--- config.mk ---
export PLATFORM = sky130hd
export DESIGN_NAME = word_byte_serializer
export DESIGN_NICKNAME = d
export VERILOG_FILES = /design/src/rtl/word_byte_serializer.sv
export SDC_FILE = /design/constraint.sdc
export NUM_CORES = 1
export LEC_CHECK = 0
export BUFFER_PORTS_ARGS = -buffer_cell sky130_fd_sc_hd__buf_2
export CAP_MARGIN = 15
export CORE_MARGIN = 5
export CORE_UTILIZATION = 58
export CTS_BUF_LIST = sky130_fd_sc_hd__clkbuf_8
export CTS_CLUSTER_SIZE = 8
export DETAILED_ROUTE_END_ITERATION = 16
export HOLD_SLACK_MARGIN = 0.02
export MAX_ROUTING_LAYER = met4
export PLACE_DENSITY = 0.91
export RECOVER_POWER = 25
export SLEW_MARGIN = 20
export SYNTH_ARGS = -nofsm -noshare
export SYNTH_HDL_FRONTEND = slang
export SYNTH_SLANG_ARGS = --single-unit
--- constraint.sdc ---
create_clock -name clk -period 3.1 [get_ports clk]
set_input_delay 0.31 -clock clk [delete_from_list [all_inputs] [get_ports clk]]
set_output_delay 0.31 -clock clk [all_outputs]
set_load 0.03 [all_outputs]
--- src/rtl/word_byte_serializer.sv ---
// -----------------------------------------------------------------------------
// word_byte_serializer
//
// Accepts WORD_W-bit words over a valid/ready handshake and emits each word as
// N = WORD_W/SLICE_W slices over a second valid/ready handshake. One word is
// buffered internally. The next word can be accepted on the same cycle that
// the final slice of the current word is taken, so back-to-back words stream
// without bubbles.
//
// Parameters
//   WORD_W     input word width
//   SLICE_W    output slice width (WORD_W must be a multiple of SLICE_W)
//   MSB_FIRST  1: most-significant slice first, 0: least-significant first
//
// Ports
//   clk        rising-edge clock
//   rst_n      asynchronous active-low reset
//   in_word    word to serialize
//   in_valid   in_word is valid
//   in_ready   block can accept a word this cycle
//   out_slice  current slice
//   out_idx    index of the slice within the word (0..N-1)
//   out_last   out_slice is the final slice of the word
//   out_valid  out_slice/out_idx/out_last are valid
//   out_ready  downstream accepts the slice this cycle
//   busy       a word is held
// -----------------------------------------------------------------------------
module word_byte_serializer #(
  parameter  int WORD_W    = 32,
  parameter  int SLICE_W   = 8,
  parameter  int MSB_FIRST = 1,
  localparam int N         = WORD_W / SLICE_W,
  localparam int IDX_W     = (N > 1) ? $clog2(N) : 1
) (
  input  logic               clk,
  input  logic               rst_n,
  input  logic [WORD_W-1:0]  in_word,
  input  logic               in_valid,
  output logic               in_ready,
  output logic [SLICE_W-1:0] out_slice,
  output logic [IDX_W-1:0]   out_idx,
  output logic               out_last,
  output logic               out_valid,
  input  logic               out_ready,
  output logic               busy
);

  typedef enum logic {
    IDLE = 1'b0,
    SEND = 1'b1
  } state_t;

  localparam logic [IDX_W-1:0] LAST_IDX = IDX_W'(N - 1);

  state_t              state, next_state;
  logic [WORD_W-1:0]   buffer, next_buffer;
  logic [IDX_W-1:0]    idx, next_idx;
  logic [IDX_W-1:0]    sel;
  logic [SLICE_W-1:0]  slices [N];
  logic                sending;
  logic                at_last;

  // Break the held word into an array of slices, slice 0 in the low bits.
  for (genvar g = 0; g < N; g++) begin : g_slices
    assign slices[g] = buffer[g*SLICE_W +: SLICE_W];
  end

  always_ff @(posedge clk or negedge rst_n) begin
    if (!rst_n) begin
      state  <= IDLE;
      buffer <= '0;
      idx    <= '0;
    end else begin
      state  <= next_state;
      buffer <= next_buffer;
      idx    <= next_idx;
    end
  end

  always_comb begin
    next_state  = state;
    next_buffer = buffer;
    next_idx    = idx;

    sending = (state == SEND);
    at_last = sending && (idx == LAST_IDX);
    sel     = (MSB_FIRST != 0) ? (LAST_IDX - idx) : idx;

    // Outputs are forced to zero outside SEND so that reset and idle
    // present a clean, all-zero slice interface.
    out_valid = sending;
    busy      = sending;
    out_last  = at_last;
    out_idx   = sending ? idx : '0;
    out_slice = sending ? slices[sel] : '0;

    // A new word may enter while the final slice is leaving; this is the
    // only path from an input (out_ready) to an output.
    in_ready  = (state == IDLE) || (at_last && out_ready);

    case (state)
      IDLE: begin
        if (in_valid) begin
          next_buffer = in_word;
          next_idx    = '0;
          next_state  = SEND;
        end
      end
      SEND: begin
        if (out_ready) begin
          if (!at_last) begin
            next_idx = idx + IDX_W'(1);
          end else if (in_valid) begin
            next_buffer = in_word;
            next_idx    = '0;
          end else begin
            next_idx   = '0;
            next_state = IDLE;
          end
        end
      end
      default: begin
        next_state = IDLE;
        next_idx   = '0;
      end
    endcase
  end

endmodule

==> impl_metrics.json <==
{
  "area_growth_pct": 16.90,
  "ioPinCount": 50,
  "startpoint": "busy$_DFF_PN0_",
  "setup_viol": 0,
  "grt_start_max_net_pins": 36,
  "crit_arrival_ns": 1.64,
  "ys_warn_count": 0,
  "critPathSlowestCell": "dfrtp_1",
  "grt_pass1_wl_um": 6058,
  "synthTopCellsByArea": "dfrtp_1 49%, mux2_4 25%, mux2i_1 10%",
  "cts_tree": "yes",
  "ff2ff_setup_slack_ns": 1.22,
  "hp-start": "in_word[27]",
  "num-fill-cells": 212,
  "pre_cts_slack_ns": 1.225,
  "final_net_count": 202,
  "htree_levels": 2,
  "min_to": "buffer[27]$_DFFE_PN0P_",
  "rsz0062_at_grt": "false",
  "hold_path_class": "input pin to register",
  "path_max_fanout": 10,
  "path_buf_inv": 1,
  "synth_compound_area_share_pct": 3.997,
  "final_layout_size_suffix_gt1_share_pct": 55.42,
  "drc": 0,
  "drv_cap": 1,
  "cts_buffer_depth": 2,
  "hpwl_um": 2644,
  "synth_top_family_by_area": "multiplexers",
  "crit_path_end_kind": "output port",
  "cts.sinks": 35,
  "cts.clk_slew.worst_paths_ns": 0.07,
  "crit_required_ns": 2.79,
  "cts_setup_buffers": 0,
  "postRouteAntennaNets": 0,
  "place.gp.congestion": 0.7678,
  "cts_resized": 0,
  "netlist.area_leader.share_pct": 49.09,
  "yosysTopAreaCell": "dfrtp_1",
  "most-common-layout-cells": "48 x buf_2, 35 x dfrtp_1, 30 x mux2_4, 18 x mux2i_1, 8 x o22ai_1",
  "syn_inst": 116,
  "initial_core_util_pct": 59.42,
  "crit_family": "flip-flops",
  "ir_worst_vdd_v": 0.0007896,
  "layout_commonest_cell": "buf_2",
  "synth_fa_ha_area_share_pct": 0.7013,
  "dieArea_um2": 4286,
  "drv_slew": 36,
  "crit_chain": "nand2b_1 > o22ai_1 > buf_2",
  "synth_seq_area_share_pct": 49.09,
  "dr.pass1.iters": 6,
  "num_rows": 20,
  "rr_worst_depth": 4,
  "period_needed_ns": 1.949,
  "status": "complete, but fails checks",
  "max_stage_delay_ns": 0.52,
  "p_total_w": 0.002495,
  "grt_use_total_pct": 19.83,
  "synth-seq-cells": 35,
  "syn_avg_cell_area_um2": 15.38,
  "layout_setup_ws_ns": 1.151,
  "drt_iter0_drc": 19,
  "reg2reg_to": "buffer[9]$_DFFE_PN0P_",
  "syn_nets": 153,
  "skew_ns": 0.009247,
  "diodes": 0,
  "drt-wirelength-per-cell_um": 18.92,
  "finalCritPeriodShare_pct": 62.87,
  "netlist_area_um2": 1784,
  "path_class": "register to output port",
  "whs_path_depth": 2,
  "postCtsHoldBufs": 0,
  "core-area_um2": 3003,
  "tightestPinTransition_ns": 1.797,
  "critical_path.startpoint_type": "register",
  "grt_pass1_vias": 1291,
  "root_buffer": "clkbuf_8",
  "avgViaCountPerCell": 5.497,
  "fin_setup_tns_ns": 0,
  "p_leak_nw": 1.124,
  "port_buffers": 49,
  "antenna_found_initial": 0,
  "numCtsBuffers": 5,
  "crit-reg2reg-launch": "idx[0]$_DFFE_PN0P_",
  "synth_mux_area_share_pct": 37.24,
  "slew_headroom_pct": -19.79,
  "power_density_nw_per_um2": 1196,
  "synthSimpleGateAreaFrac_pct": 3.436,
  "wirelength_um": 3766,
  "violations": "capacitance limit, slew limit",
  "die_x_um": 65.47,
  "vias": 1094,
  "cp_num_cells": 3,
  "synth-xor-area-share_pct": 0,
  "overflow": 0,
  "dieHeight_um": 65.47,
  "hold_viol_final": 0,
  "clk_latency_ns": 0.29,
  "max_freq_ghz": 0.5131,
  "ys_types": 20
}
## cell usage after synthesis
master and number:
a21bo_4 1, and2_1 2, buf_1 1, buf_12 3, buf_2 1, buf_4 2, buf_6 1, dfrtp_1 35
ha_1 1, inv_1 1, mux2_2 3, mux2_4 30, mux2i_1 18, nand2_1 2, nand2_4 1, nand2b_1 3
nor2_1 1, o21ai_0 1, o22ai_1 8, or2b_1 1
## metal layers
metal / global-route usage, % / vias up / wire, µm
met3: 5.641 / 7 / 237
li1: - / 507 / -
met4: 8.549 / 0 / 65
met1: 21.44 / 544 / 1511
met5: - / - / 0
met2: 34.01 / 36 / 1951
## metrics by stage
| stage | instances | util [%] | instance area (µm²) | hold WS, ns |
|---|---|---|---|---|
| 6_report | 199 | 69.46 | 2086 | 0.2427 |
| 3_3_place_gp | 191 | 66.04 | 1983 | 0.3947 |
| 3_5_place_dp | 191 | 66.04 | 1983 | 0.4149 |
| 2_1_floorplan | 116 | - | 1784 | 0.01441 |
| 5_1_grt | 199 | 69.46 | 2086 | 0.2432 |
| 4_1_cts | 199 | 69.50 | 2087 | 0.1029 |
## worst max path at each step
stage / end / slack [ns]
finish: out_slice[2] / 1.15
global route: out_slice[4] / 1.03
CTS: out_slice[2] / 1.13
detailed placement: buffer[10]$_DFFE_PN0P_ / 1.22
global placement: buffer[9]$_DFFE_PN0P_ / 1.30
floorplan: out_slice[0] / 1.36
## kinds of logic after synthesis
kind of cell	count (synthesis)
fa+ha+maj	1
flops	35
compound gates	10
mux	51
buf+inv	9
simple gates	10
## final cells by class
cell class | instances | area [µm²] | area share [%]
Inverter | 1 | 3.754 | 0.1800
Sequential cell | 35 | 875.8 | 41.99
Clock buffer | 7 | 96.34 | 4.619
Tap cell | 33 | 41.29 | 1.980
Multi-Input combinational cell | 72 | 809.5 | 38.81
Timing Repair Buffer | 50 | 251.5 | 12.06
Clock inverter | 1 | 7.507 | 0.3599
## registers in the layout, indices dropped and copies added (netlist names)
name,flops
busy,1
idx,2
buffer,32
## worst reg2reg max path, stage by stage (launching register included)
cell     delay [ns]
dfrtp_1        0.43
ha_1           0.25
a21bo_4        0.23
nand2_4        0.44
mux2_2         0.41
## where the power goes
group | switching [W] | internal (W) | leakage (nW)
Clock | 0.000167 | 0.000202 | 0.0505
Combinational | 0.000666 | 0.000621 | 0.659
Sequential | 0.000152 | 0.000688 | 0.415
Total | 0.000985 | 0.00151 | 1.12
Power figures use the tool's default switching activity.
